## src/rtl/opnd_fwd_if.sv

```systemverilog
// Operand-resolution bundle between ID-side drivers and the ID/EX register.
// Inputs flow master -> slave; registered operands and stall info flow back.
interface opnd_fwd_if #(
    parameter int DATA_W  = 32,
    parameter int ADDR_W  = 5,
    parameter int NUM_RD  = 2,
    parameter int NUM_FWD = 2,
    parameter int CNT_W   = 16
);
    logic                        id_valid_i;
    logic [NUM_RD-1:0]           rd_en_i;
    logic [NUM_RD*ADDR_W-1:0]    rd_addr_i;
    logic [NUM_RD*DATA_W-1:0]    rf_data_i;
    logic [DATA_W-1:0]           imm_i;
    logic [NUM_FWD-1:0]          fwd_wreg_i;
    logic [NUM_FWD*ADDR_W-1:0]   fwd_wd_i;
    logic [NUM_FWD*DATA_W-1:0]   fwd_wdata_i;
    logic [NUM_FWD-1:0]          fwd_pend_i;
    logic                        ex_stall_i;
    logic [NUM_RD*DATA_W-1:0]    opnd_o;
    logic                        ex_valid_o;
    logic                        stallreq_o;
    logic [CNT_W-1:0]            stall_cnt_o;

    modport master (
        output id_valid_i, rd_en_i, rd_addr_i, rf_data_i, imm_i,
        output fwd_wreg_i, fwd_wd_i, fwd_wdata_i, fwd_pend_i, ex_stall_i,
        input  opnd_o, ex_valid_o, stallreq_o, stall_cnt_o
    );

    modport slave (
        input  id_valid_i, rd_en_i, rd_addr_i, rf_data_i, imm_i,
        input  fwd_wreg_i, fwd_wd_i, fwd_wdata_i, fwd_pend_i, ex_stall_i,
        output opnd_o, ex_valid_o, stallreq_o, stall_cnt_o
    );
endinterface

```

## src/rtl/opnd_fwd_reg.sv

```systemverilog
// Operand resolution with multi-stage forwarding, load-use stall detection
// and the ID/EX operand register.
module opnd_fwd_reg #(
    parameter int DATA_W  = 32,
    parameter int ADDR_W  = 5,
    parameter int NUM_RD  = 2,
    parameter int NUM_FWD = 2,
    parameter int CNT_W   = 16
) (
    input logic       clk,
    input logic       rst,
    opnd_fwd_if.slave bus
);
    logic [NUM_RD*DATA_W-1:0] res;
    logic [NUM_RD-1:0]        port_haz;
    logic [NUM_RD-1:0]        hit;
    logic                     hazard;

    logic [NUM_RD*DATA_W-1:0] opnd_q, opnd_d;
    logic                     valid_q, valid_d;
    logic [CNT_W-1:0]         cnt_q, cnt_d;

    // Youngest matching source (lowest j) decides; older ones are ignored.
    always_comb begin
        res      = '0;
        port_haz = '0;
        hit      = '0;
        for (int k = 0; k < NUM_RD; k++) begin
            if (!bus.rd_en_i[k]) begin
                res[k*DATA_W +: DATA_W] = bus.imm_i;
            end else if (bus.rd_addr_i[k*ADDR_W +: ADDR_W] == '0) begin
                res[k*DATA_W +: DATA_W] = '0;
            end else begin
                res[k*DATA_W +: DATA_W] = bus.rf_data_i[k*DATA_W +: DATA_W];
                for (int j = 0; j < NUM_FWD; j++) begin
                    if (!hit[k] && bus.fwd_wreg_i[j] &&
                        bus.fwd_wd_i[j*ADDR_W +: ADDR_W] ==
                        bus.rd_addr_i[k*ADDR_W +: ADDR_W]) begin
                        hit[k] = 1'b1;
                        if (bus.fwd_pend_i[j]) begin
                            port_haz[k] = 1'b1;
                        end else begin
                            res[k*DATA_W +: DATA_W] =
                                bus.fwd_wdata_i[j*DATA_W +: DATA_W];
                        end
                    end
                end
            end
        end
    end

    assign hazard = bus.id_valid_i & (|port_haz);

    // A downstream hold outranks the bubble; the counter runs regardless.
    always_comb begin
        opnd_d  = opnd_q;
        valid_d = valid_q;
        cnt_d   = cnt_q;
        if (!bus.ex_stall_i) begin
            if (hazard) begin
                opnd_d  = '0;
                valid_d = 1'b0;
            end else begin
                opnd_d  = res;
                valid_d = bus.id_valid_i;
            end
        end
        if (hazard && cnt_q != '1) begin
            cnt_d = cnt_q + CNT_W'(1);
        end
    end

    always_ff @(posedge clk) begin
        if (rst) begin
            opnd_q  <= '0;
            valid_q <= 1'b0;
            cnt_q   <= '0;
        end else begin
            opnd_q  <= opnd_d;
            valid_q <= valid_d;
            cnt_q   <= cnt_d;
        end
    end

    assign bus.opnd_o      = opnd_q;
    assign bus.ex_valid_o  = valid_q;
    assign bus.stallreq_o  = hazard;
    assign bus.stall_cnt_o = cnt_q;
endmodule

```

## src/flat_wrapper.sv

```systemverilog
// flat-port wrapper written by rule: the top's interface ports become plain ports
module opnd_fwd_reg_flat 
#(
    parameter int DATA_W  = 32,
    parameter int ADDR_W  = 5,
    parameter int NUM_RD  = 2,
    parameter int NUM_FWD = 2,
    parameter int CNT_W   = 16
)
  (clk, rst, bus_id_valid_i, bus_rd_en_i, bus_rd_addr_i, bus_rf_data_i, bus_imm_i, bus_fwd_wreg_i, bus_fwd_wd_i, bus_fwd_wdata_i, bus_fwd_pend_i, bus_ex_stall_i, bus_opnd_o, bus_ex_valid_o, bus_stallreq_o, bus_stall_cnt_o);
  opnd_fwd_if #(.DATA_W(DATA_W), .ADDR_W(ADDR_W), .NUM_RD(NUM_RD), .NUM_FWD(NUM_FWD), .CNT_W(CNT_W)) bus_i ();
  input logic clk;
  input logic rst;
  input wire logic [$bits(bus_i.id_valid_i)-1:0] bus_id_valid_i;
  input wire logic [$bits(bus_i.rd_en_i)-1:0] bus_rd_en_i;
  input wire logic [$bits(bus_i.rd_addr_i)-1:0] bus_rd_addr_i;
  input wire logic [$bits(bus_i.rf_data_i)-1:0] bus_rf_data_i;
  input wire logic [$bits(bus_i.imm_i)-1:0] bus_imm_i;
  input wire logic [$bits(bus_i.fwd_wreg_i)-1:0] bus_fwd_wreg_i;
  input wire logic [$bits(bus_i.fwd_wd_i)-1:0] bus_fwd_wd_i;
  input wire logic [$bits(bus_i.fwd_wdata_i)-1:0] bus_fwd_wdata_i;
  input wire logic [$bits(bus_i.fwd_pend_i)-1:0] bus_fwd_pend_i;
  input wire logic [$bits(bus_i.ex_stall_i)-1:0] bus_ex_stall_i;
  output wire logic [$bits(bus_i.opnd_o)-1:0] bus_opnd_o;
  output wire logic [$bits(bus_i.ex_valid_o)-1:0] bus_ex_valid_o;
  output wire logic [$bits(bus_i.stallreq_o)-1:0] bus_stallreq_o;
  output wire logic [$bits(bus_i.stall_cnt_o)-1:0] bus_stall_cnt_o;
  assign bus_i.id_valid_i = bus_id_valid_i;
  assign bus_i.rd_en_i = bus_rd_en_i;
  assign bus_i.rd_addr_i = bus_rd_addr_i;
  assign bus_i.rf_data_i = bus_rf_data_i;
  assign bus_i.imm_i = bus_imm_i;
  assign bus_i.fwd_wreg_i = bus_fwd_wreg_i;
  assign bus_i.fwd_wd_i = bus_fwd_wd_i;
  assign bus_i.fwd_wdata_i = bus_fwd_wdata_i;
  assign bus_i.fwd_pend_i = bus_fwd_pend_i;
  assign bus_i.ex_stall_i = bus_ex_stall_i;
  assign bus_opnd_o = bus_i.opnd_o;
  assign bus_ex_valid_o = bus_i.ex_valid_o;
  assign bus_stallreq_o = bus_i.stallreq_o;
  assign bus_stall_cnt_o = bus_i.stall_cnt_o;
  opnd_fwd_reg #(.DATA_W(DATA_W), .ADDR_W(ADDR_W), .NUM_RD(NUM_RD), .NUM_FWD(NUM_FWD), .CNT_W(CNT_W)) u_core (.clk(clk), .rst(rst), .bus(bus_i));
endmodule
```

## config.mk

```make
export PLATFORM = sky130hd
export DESIGN_NAME = opnd_fwd_reg_flat
export DESIGN_NICKNAME = d
export VERILOG_FILES = /design/src/rtl/opnd_fwd_if.sv /design/src/rtl/opnd_fwd_reg.sv /design/src/flat_wrapper.sv
export SDC_FILE = /design/constraint.sdc
export NUM_CORES = 1
export LEC_CHECK = 0
export ABC_AREA = 0
export CAP_MARGIN = 20
export CORE_MARGIN = 4
export CORE_UTILIZATION = 44
export CTS_CLUSTER_DIAMETER = 120
export DETAILED_ROUTE_END_ITERATION = 8
export PLACE_DENSITY = 0.87
export SLEW_MARGIN = 10
export SYNTH_ARGS = -nofsm -noshare
export SYNTH_HDL_FRONTEND = slang
export SYNTH_SLANG_ARGS = --single-unit
export TNS_END_PERCENT = 10
```

## constraint.sdc

```tcl
create_clock -name clk -period 4.7 [get_ports clk]
set_input_delay 0.47 -clock clk [delete_from_list [all_inputs] [get_ports clk]]
set_output_delay 0.47 -clock clk [all_outputs]
set_load 0.02 [all_outputs]
```

== After elaboration in Yosys (flattened, before gate mapping) ==
Index checks and enable logic that the tools add are counted.

* Add/sub/neg operators: 1
* Muxes and demuxes: 31
* Reduce and logical (&&, ||, !) cells: 12
* Equal/unequal tests: 5
* Bitwise logic cells: 1

{| class="wikitable"
|+ Operators with widths
! cell !! number
|-
| 2-to-1 mux 32 bit || 12
|-
| 2-to-1 mux 64 bit || 1
|-
| equality test 5 bit || 4
|-
| 2-to-1 mux 1 bit || 18
|-
| adder 16 x 1 -> 16 bit (second input constant) || 1
|-
| inequality test 16 bit (second input constant) || 1
|-
| logical NOT 5 bit || 2
|-
| logical AND 1 bit || 7
|-
| logical NOT 1 bit || 2
|-
| OR reduction 2 bit || 1
|-
| AND 1 bit || 1
|}

* Output and inout port bits: 82
* Register bits: 81
* Word-level logic and storage cells: 53
* Bits of input ports: 190

== Longest topological paths before layout ==
Gate-level depths: netlist of run 1.

* Word-level depth: 14
* Depth in mapped cells: 10
* Mapped depth without buffers: 8

== Least setup slack after synthesis of run 1 ==
OpenSTA, ideal clock, no wires.

* Path kind: input to output
* Start: in bus_rd_addr_i[0]
* End: out bus_stallreq_o
* Data arrival time: 1,861 ps
* Path buffers: 2
* Data required time: 4,230 ps
* Cell stages on the path: 7
* Path slack: 2,369 ps
* Cells stage by stage: or4_1 > o21a_1 > buf_6 > o211a_4 > o21ai_4 > buf_4 > inv_1

* Longest elaborated chain between the ends: 13
* Elaborated cells on any way between the ends: 17
* Those cells by class: eq/ne (2); mux (8); bitwise (1); reduce/logical (6)

{| class="wikitable"
|+ Ends and longest elaborated chain
! what !! RTL line !! source
|-
| start: declaration || flat_wrapper.sv:16 || <nowiki>input wire logic [$bits(bus_i.rd_addr_i)-1:0] bus_rd_addr_i;</nowiki>
|-
| equality test 5 bit || opnd_fwd_reg.sv:37 || <nowiki>bus.fwd_wd_i[j*ADDR_W +: ADDR_W] ==</nowiki>
|-
| logical AND 1 bit || opnd_fwd_reg.sv:36 || <nowiki>if (!hit[k] && bus.fwd_wreg_i[j] &&</nowiki>
|-
| 2-to-1 mux 1 bit || opnd_fwd_reg.sv:36 ||
|-
| 2-to-1 mux 1 bit || opnd_fwd_reg.sv:31 || <nowiki>end else if (bus.rd_addr_i[k*ADDR_W +: ADDR_W] == '0) begin</nowiki>
|-
| 2-to-1 mux 1 bit || opnd_fwd_reg.sv:29 || <nowiki>if (!bus.rd_en_i[k]) begin</nowiki>
|-
| logical NOT 1 bit || opnd_fwd_reg.sv:36 ||
|-
| logical AND 1 bit (2 in series) || opnd_fwd_reg.sv:36 ||
|-
| 2-to-1 mux 1 bit || opnd_fwd_reg.sv:36 ||
|-
| 2-to-1 mux 1 bit (*) || opnd_fwd_reg.sv:31 ||
|-
| 2-to-1 mux 1 bit (*) || opnd_fwd_reg.sv:29 ||
|-
| OR reduction 2 bit (*) || opnd_fwd_reg.sv:52 || <nowiki>assign hazard = bus.id_valid_i & (|port_haz);</nowiki>
|-
| AND 1 bit (*) || opnd_fwd_reg.sv:52 ||
|-
| end: declaration || flat_wrapper.sv:26 || <nowiki>output wire logic [$bits(bus_i.stallreq_o)-1:0] bus_stallreq_o;</nowiki>
|}

Every way passes the cells marked *; elsewhere a longest branch is shown, timed or not. The select of a mux whose other input is x is not followed.

== Worst setup path in the final report of run 1 ==
* Start: in bus_rd_en_i[1]
* End: out bus_stallreq_o

* Longest elaborated chain between the ends: 3

{| class="wikitable"
|+ Ends and longest elaborated chain
! what !! RTL line !! source
|-
| start: declaration || flat_wrapper.sv:15 || <nowiki>input wire logic [$bits(bus_i.rd_en_i)-1:0] bus_rd_en_i;</nowiki>
|-
| 2-to-1 mux 1 bit || opnd_fwd_reg.sv:29 ||
|-
| OR reduction 2 bit || opnd_fwd_reg.sv:52 ||
|-
| AND 1 bit || opnd_fwd_reg.sv:52 ||
|}

No other way between the ends.

==> results.md, run 1 <==
* Met1 WL at 8.16 mm
* First-pass GRT wire length at 32.7 mm
* Sw Share at 28.0%
* Via/cell ratio at 5.84
* H-tree levels at 3
* Met2 wire length at 10.2 mm
* NetSw at 0.000569 W
* Drt pass-1 iters at 5
* TritonCTS buffer count at 9
* CP Launch Type: input port
* Die Y at 119 um
* Int Pwr at 0.00147 W
* Syn Std Cell Area at 5440 um2
* Final net count at 1,146
* Highest-count cells in the layout ignoring fill and taps: clkdlybuf4s50_1 (269), nand2_1 (135), dfxtp_1 (81)
* Fin Setup TNS at 0 ns
* Crit path capture type: output port
* Wire length on met3 at 2.30 mm
* Max VDD drop at 0.156 mV
* Share of cells above drive strength 1 at 4.90%
* Clock Latency Late Sink at 0.34 ns
* Final cycle utilization of the critical path at 71.9%
* Fin cells at 1,128
* Site Rows at 40
* Final WL at 21.4 mm
* Critical path arrival at 2.91 ns
* DR iter-0 viols at 765
* Worst path cell trace: clkdlybuf4s50_1 -> clkinv_1 -> buf_4 -> a21oi_4 -> buf_4 -> o211a_2 -> o21ai_4 -> inv_1 -> clkdlybuf4s50_1
* Crit path max-delay family: buffers and inverters
* Register area share after synthesis at 29.8%
* Syn Nets at 919
* Final setup violation count at 0
* Placeable Area at 12,100 um2
* Tightest Hold Check Type: reg -> reg
* Placed Area at 8200 um2
* Final Cell Area at 8510 um2
* RSZ-0062 raised after global routing: no
* GPL Wtd Cong at 0.926
* Max Cap Viol at 0
* Layout area overhead at 56.5%
* Synth unique cells at 45
* Clk slew on worst S/H paths at 0.06 ns
* Slew margin rel. at 29.2%
* Critical path buffers and inverters at 6
* Commonest non-fill, non-tap cell in the layout: clkdlybuf4s50_1
* Register area at 1620 um2
* Fmax at 296 MHz
* Initial Util at 45.1%
* Final Hold Fails at 0
* Final core occ at 70.6%
* Root buf cell: clkbuf_16
* TritonCTS clock tree: yes
* Multi-input gate area at 3420 um2
* Largest net degree at the start of global routing at 83
* DP Wirelength at 15.1 mm
* Clock share of power at 36.5%
* Pins over their slew limit at 0
* Post CTS Setup Buffer Count at 0
* Critical Path Fanout Max at 34
* Antenna diode count at 0
* Grt ovf at 0
* Die width at 119 um
* Routed WL per cell at 18.9 um
* Ports at 272
* Longest Clk Path Bufs at 2
* Logic pwr share at 27.0%
* Max layer used: met4
* CP max stage cell: clkdlybuf4s50_1
* GRT Total Usage at 28.5%
* Via Count at 6,587
* Reg power frac at 36.5%
* Die area at 14,200 um2
* Number of fill cells at 976
* Cells after DPL at 1,112
* Critical Path Max Stage Delay at 0.61 ns
* Setup CP Type: in -> out
* Synth warn at 0
* Lkg Pwr at 3.23 nW
* Mapped Avg Cell Area at 7.47 um2
* Hold Buf Count CTS at 0
* Vias in the first global route at 6,154
* Final Skew at 0.00199 ns
* Initial antenna violation count at 0
* Min Tclk post-route at 3.38 ns
* Post-synthesis instance total at 728
* ANT nets after route at 0
* DRC errors left at 0
* Synth Register Bits at 81
* Cts repair resizes at 0
* Worst Tran Pin Value at 1.06 ns
* Status: completed
* Req. time, crit path at 4.23 ns
* Number of port buffers at 271
* Power Dens Cells at 239 nW/um2
* Clock sinks at 81
==> registers in the layout, summed over array words and instances (netlist names) <==
signal                  count
u_core.bus.stall_cnt_o     16
u_core.bus.opnd_o          64
u_core.bus.ex_valid_o       1
==> stage by stage <==
stage                     worst slack (ns)  power (W)  hold WS, ns
final                                 1.32    0.00204        0.474
after global placement                1.38    0.00130        0.461
after global routing                  1.21    0.00212        0.488
after CTS                             1.33    0.00204        0.475
after detailed placement              1.35    0.00130        0.466
after floorplan                       2.37   0.000994        0.544
==> power groups by stage <==
stage / Sequential (W) / Clock [W] / Combinational (W)
after global routing: 0.000748 / 0.000781 / 0.000589
after detailed placement: 0.000758 / 0 / 0.000545
after global placement: 0.000757 / 0 / 0.000539
final: 0.000744 / 0.000743 / 0.000549
after CTS: 0.000743 / 0.000747 / 0.000548
after floorplan: 0.000801 / 0 / 0.000193
==> cell type report <==
type / instances / share of cell area (%)
multi-input combinational: 541 / 40.2
timing repair buffer: 285 / 33.0
sequential: 81 / 19.0
clock buffer: 12 / 3.13
tap: 168 / 2.47
inverter: 37 / 1.63
clock inverter: 4 / 0.588
==> kinds of logic (layout without fill, tap and decap cells) <==
logic type	Yosys count	after routing	synth area share, %
AND/OR/NAND/NOR	227	227	18.1
XOR/XNOR	21	21	3.38
AO/OA/AOI/OAI	226	226	28.0
flip-flops	81	81	29.8
buffers and inverters	106	338	8.28
adder cells (fa/ha/maj)	1	1	0.230
multiplexers	66	66	12.2
==> worst reg2reg max path, cell delays in order, from the launching register on <==
cell,delay [ns]
dfxtp_1,0.35
and3_1,0.19
and3_1,0.22
nand3_1,0.20
nand2b_1,0.23
o211ai_4,0.24
or4_1,0.47
a21oi_1,0.16
==> cell usage after synthesis, drive strengths merged <==
library cell	count	share of area, %
a21oi	14	1.3
a311oi	1	0.16
a32oi	32	5.2
a41oi	1	0.16
and2	1	0.12
and3	5	0.57
and3b	1	0.16
buf	19	2.3
clkbuf	50	3.5
clkinv	1	0.069
dfxtp	81	30
ha	1	0.23
inv	36	2.5
mux2	1	0.21
mux2i	65	12
nand2	135	9.3
nand2b	3	0.35
nand3	13	1.2
nand4	1	0.12
nand4b	2	0.32
nor2	41	2.8
nor2b	1	0.12
nor3	7	0.74
nor4	1	0.23
nor4b	1	0.16
o211a	2	0.51
o211ai	1	0.39
o21a	1	0.14
o21ai	71	6.7
o22ai	64	7.4
o31ai	7	0.97
o32ai	32	5.2
or2	1	0.12
or3	6	0.69
or4	8	1.1
xnor2	11	1.8
xor2	10	1.6
==> metal layers <==
| layer | global-route usage [%] | up-vias |
|---|---|---|
| li1 | - | 3125 |
| met3 | 8.36 | 60 |
| met4 | 10.3 | 0 |
| met1 | 34.8 | 3016 |
| met2 | 47.6 | 386 |
| met5 | 0 | - |
==> final timing paths <==
kind	startpoint	endpoint	slack (ns)	cells past startpoint
setup / recovery	bus_rd_en_i[1]	bus_stallreq_o	1.32	9
hold / removal	u_core.bus.opnd_o[56]$_SDFFE_PP0N_	u_core.bus.opnd_o[56]$_SDFFE_PP0N_	0.47	2
setup reg to reg	u_core.bus.stall_cnt_o[7]$_SDFFE_PP0P_	u_core.bus.stall_cnt_o[13]$_SDFFE_PP0P_	2.56	7
hold reg to reg	u_core.bus.opnd_o[56]$_SDFFE_PP0N_	u_core.bus.opnd_o[56]$_SDFFE_PP0N_	0.47	2
No activity file was read; power rests on OpenSTA's default activity.
==> run 2: changes to the inputs <==
Settings changed: CORE_UTILIZATION 44 to 41, PLACE_DENSITY 0.87 to 0.82.
Clock period 4.7 ns to 3.35 ns, I/O delays scaled along.
==> results.md, run 2 (synthesis results as in run 1) <==
* Status: completed (unchanged)
* Cells on Worst Hold Path at 2 (unchanged)
* Min Tclk post-route at 3.00 ns
* Cts repair resizes at 0 (unchanged)
* Hold path startpoint: u_core.bus.opnd_o[29]$_SDFFE_PP0N_ (was u_core.bus.opnd_o[56]$_SDFFE_PP0N_)
* H-tree levels at 3 (unchanged)
* TritonCTS buffer count at 9 (unchanged)
* Number of fill cells at 1,091 (was 976)
* RSZ-0062 raised after global routing: no (unchanged)
* Longest Clk Path Bufs at 2 (unchanged)
* Max FFs per register at 64 (unchanged)
* Critical path origin: bus_rd_addr_i[4] (was bus_rd_en_i[1])
* Final Skew at 0.00206 ns (was 0.00199 ns)
* Clock sinks at 81 (unchanged)
* DP Wirelength at 16.5 mm (was 15.1 mm)
* Clk slew on worst S/H paths at 0.06 ns (about the same)
* Via Count at 6,625 (was 6,587)
* Lkg Pwr at 3.26 nW (was 3.23 nW)
* ANT nets after route at 0 (unchanged)
* Length in cells of the worst reg-to-reg path at 7 (unchanged)
* FF-to-FF setup slack at 1.22 ns (was 2.56 ns)
* Largest net degree at the start of global routing at 83 (unchanged)
* Site Rows at 41 (was 40)
* Die width at 123 um (was 119 um)
* Final WL at 23.5 mm (was 21.4 mm)
* Slew margin rel. at 26.6% (was 29.2%)
* DR iter-0 viols at 644 (was 765)
* Die area at 15,200 um2 (was 14,200 um2)
* Logic pwr share at 27.4% (was 27.0%)
* Crit path capture type: output port (unchanged)
* Clock Latency Late Sink at 0.34 ns (about the same)
* Pins over their slew limit at 0 (unchanged)
* Ports at 272 (unchanged)
* Setup CP Type: in -> out (unchanged)
* DRC errors left at 0 (unchanged)
* Initial antenna violation count at 0 (unchanged)
* Critical Path Fanout Max at 3 (was 34)
* Register area at 1620 um2 (unchanged)
* Share of cells above drive strength 1 at 5.08% (was 4.90%)
* Final cycle utilization of the critical path at 89.7%
* Worst reg2reg endpoint: u_core.bus.stall_cnt_o[11]$_SDFFE_PP0P_ (was u_core.bus.stall_cnt_o[13]$_SDFFE_PP0P_)
* Final core occ at 66.7% (was 70.6%)
* Tot Pwr at 0.00287 W (was 0.00204 W)
* Layout area overhead at 57.2% (was 56.5%)
* Power Dens Cells at 335 nW/um2 (was 239 nW/um2)
* Number of port buffers at 271 (unchanged)
* Initial Util at 42.4% (was 45.1%)
* Fmax at 333 MHz
* Multi-input gate area at 3420 um2 (unchanged)
* Req. time, crit path at 3.01 ns (was 4.23 ns)
* Drt pass-1 iters at 5 (unchanged)
* Post CTS Setup Buffer Count at 0 (unchanged)
* Routed WL per cell at 20.7 um (was 18.9 um)
* Root buf cell: clkbuf_16 (unchanged)
* Final Hold Fails at 0 (unchanged)
* Final setup violation count at 0 (unchanged)
* Vias in the first global route at 6,169 (was 6,154)
* Antenna diode count at 0 (unchanged)
* Int Pwr at 0.00206 W (was 0.00147 W)
* Sw Share at 28.2% (was 28.0%)
* Clock share of power at 36.3% (was 36.5%)
* Final net count at 1,150 (was 1,146)
* Critical Path Sink: bus_stallreq_o (unchanged)
* GRT Total Usage at 29.3% (was 28.5%)
* Cells after DPL at 1,120 (was 1,112)
* Fin cells at 1,136 (was 1,128)
* CP Launch Type: input port (unchanged)
* Max VDD drop at 0.221 mV (was 0.156 mV)
* First-pass GRT wire length at 34.0 mm (was 32.7 mm)
* Fin Setup TNS at 0 ns (unchanged)
* Reg power frac at 36.3% (was 36.5%)
* Highest-count cells in the layout ignoring fill and taps: clkdlybuf4s50_1 (269), nand2_1 (135), dfxtp_1 (81) (unchanged)
* TritonCTS clock tree: yes (unchanged)
* Hold Buf Count CTS at 0 (unchanged)
* Max Cap Viol at 0 (unchanged)
* Die Y at 123 um (was 119 um)
* GPL Wtd Cong at 0.897 (was 0.926)
* Grt ovf at 0 (unchanged)
* Tightest Hold Check Type: reg -> reg (unchanged)
* R2R Path Start: u_core.bus.stall_cnt_o[7]$_SDFFE_PP0P_ (unchanged)
* Placeable Area at 12,800 um2 (was 12,100 um2)
* Worst Tran Pin Value at 1.10 ns (was 1.06 ns)
* Critical path arrival at 2.67 ns (was 2.91 ns)
* NetSw at 0.000808 W (was 0.000569 W)
* Via/cell ratio at 5.83 (was 5.84)
* Commonest non-fill, non-tap cell in the layout: clkdlybuf4s50_1 (unchanged)
run 2: layout make-up:
type / count / area share [%]
inverter: 37 / 1.62
tap: 172 / 2.52
multi-input combinational: 541 / 40.0
sequential: 81 / 19.0
timing repair buffer: 289 / 33.3
clock buffer: 14 / 3.20
clock inverter: 2 / 0.410
run 2: power by group through the flow:
stage | sequential, W | combinational [W] | clock, W
finish | 0.00104 | 0.000786 | 0.00104
global route | 0.00105 | 0.000837 | 0.00107
CTS | 0.00104 | 0.000782 | 0.00105
detailed placement | 0.00106 | 0.000778 | 0
global placement | 0.00106 | 0.000772 | 0
floorplan | 0.00112 | 0.000271 | 0
run 2: per-stage QoR:
| stage | cell area (um2) | setup slack [ns] | hold WS (ns) |
|---|---|---|---|
| after floorplan | 5440 | 1.24 | 0.544 |
| after global placement | 8250 | 0.363 | 0.456 |
| after detailed placement | 8250 | 0.348 | 0.466 |
| after CTS | 8550 | 0.346 | 0.475 |
| after global routing | 8550 | 0.244 | 0.488 |
| final | 8550 | 0.346 | 0.470 |
run 2: how the worst min path moves through the flow:
stage                                    endpoint
6_report       u_core.bus.opnd_o[29]$_SDFFE_PP0N_
4_1_cts        u_core.bus.opnd_o[29]$_SDFFE_PP0N_
3_3_place_gp   u_core.bus.opnd_o[29]$_SDFFE_PP0N_
5_1_grt        u_core.bus.opnd_o[27]$_SDFFE_PP0N_
2_1_floorplan  u_core.bus.opnd_o[29]$_SDFFE_PP0N_
3_5_place_dp   u_core.bus.opnd_o[18]$_SDFFE_PP0N_
run 2: routing by layer:
layer | GRT usage, % | up-vias | share of wire [%] | wire (um)
met2 | 49.4 | 410 | 49 | 11500
met4 | 12.1 | 0 | 3.1 | 716
met1 | 35.2 | 3032 | 37 | 8760
li1 | - | 3132 | - | -
met3 | 7.96 | 51 | 11 | 2480
met5 | 0 | - | 0 | 0
run 2: worst max-delay path: stages:
cell             delay [ns]
clkdlybuf4s50_1        0.53
xnor2_1                0.14
nand3_1                0.16
or3_2                  0.50
o211a_4                0.18
o21ai_4                0.16
inv_1                  0.10
clkdlybuf4s50_1        0.55
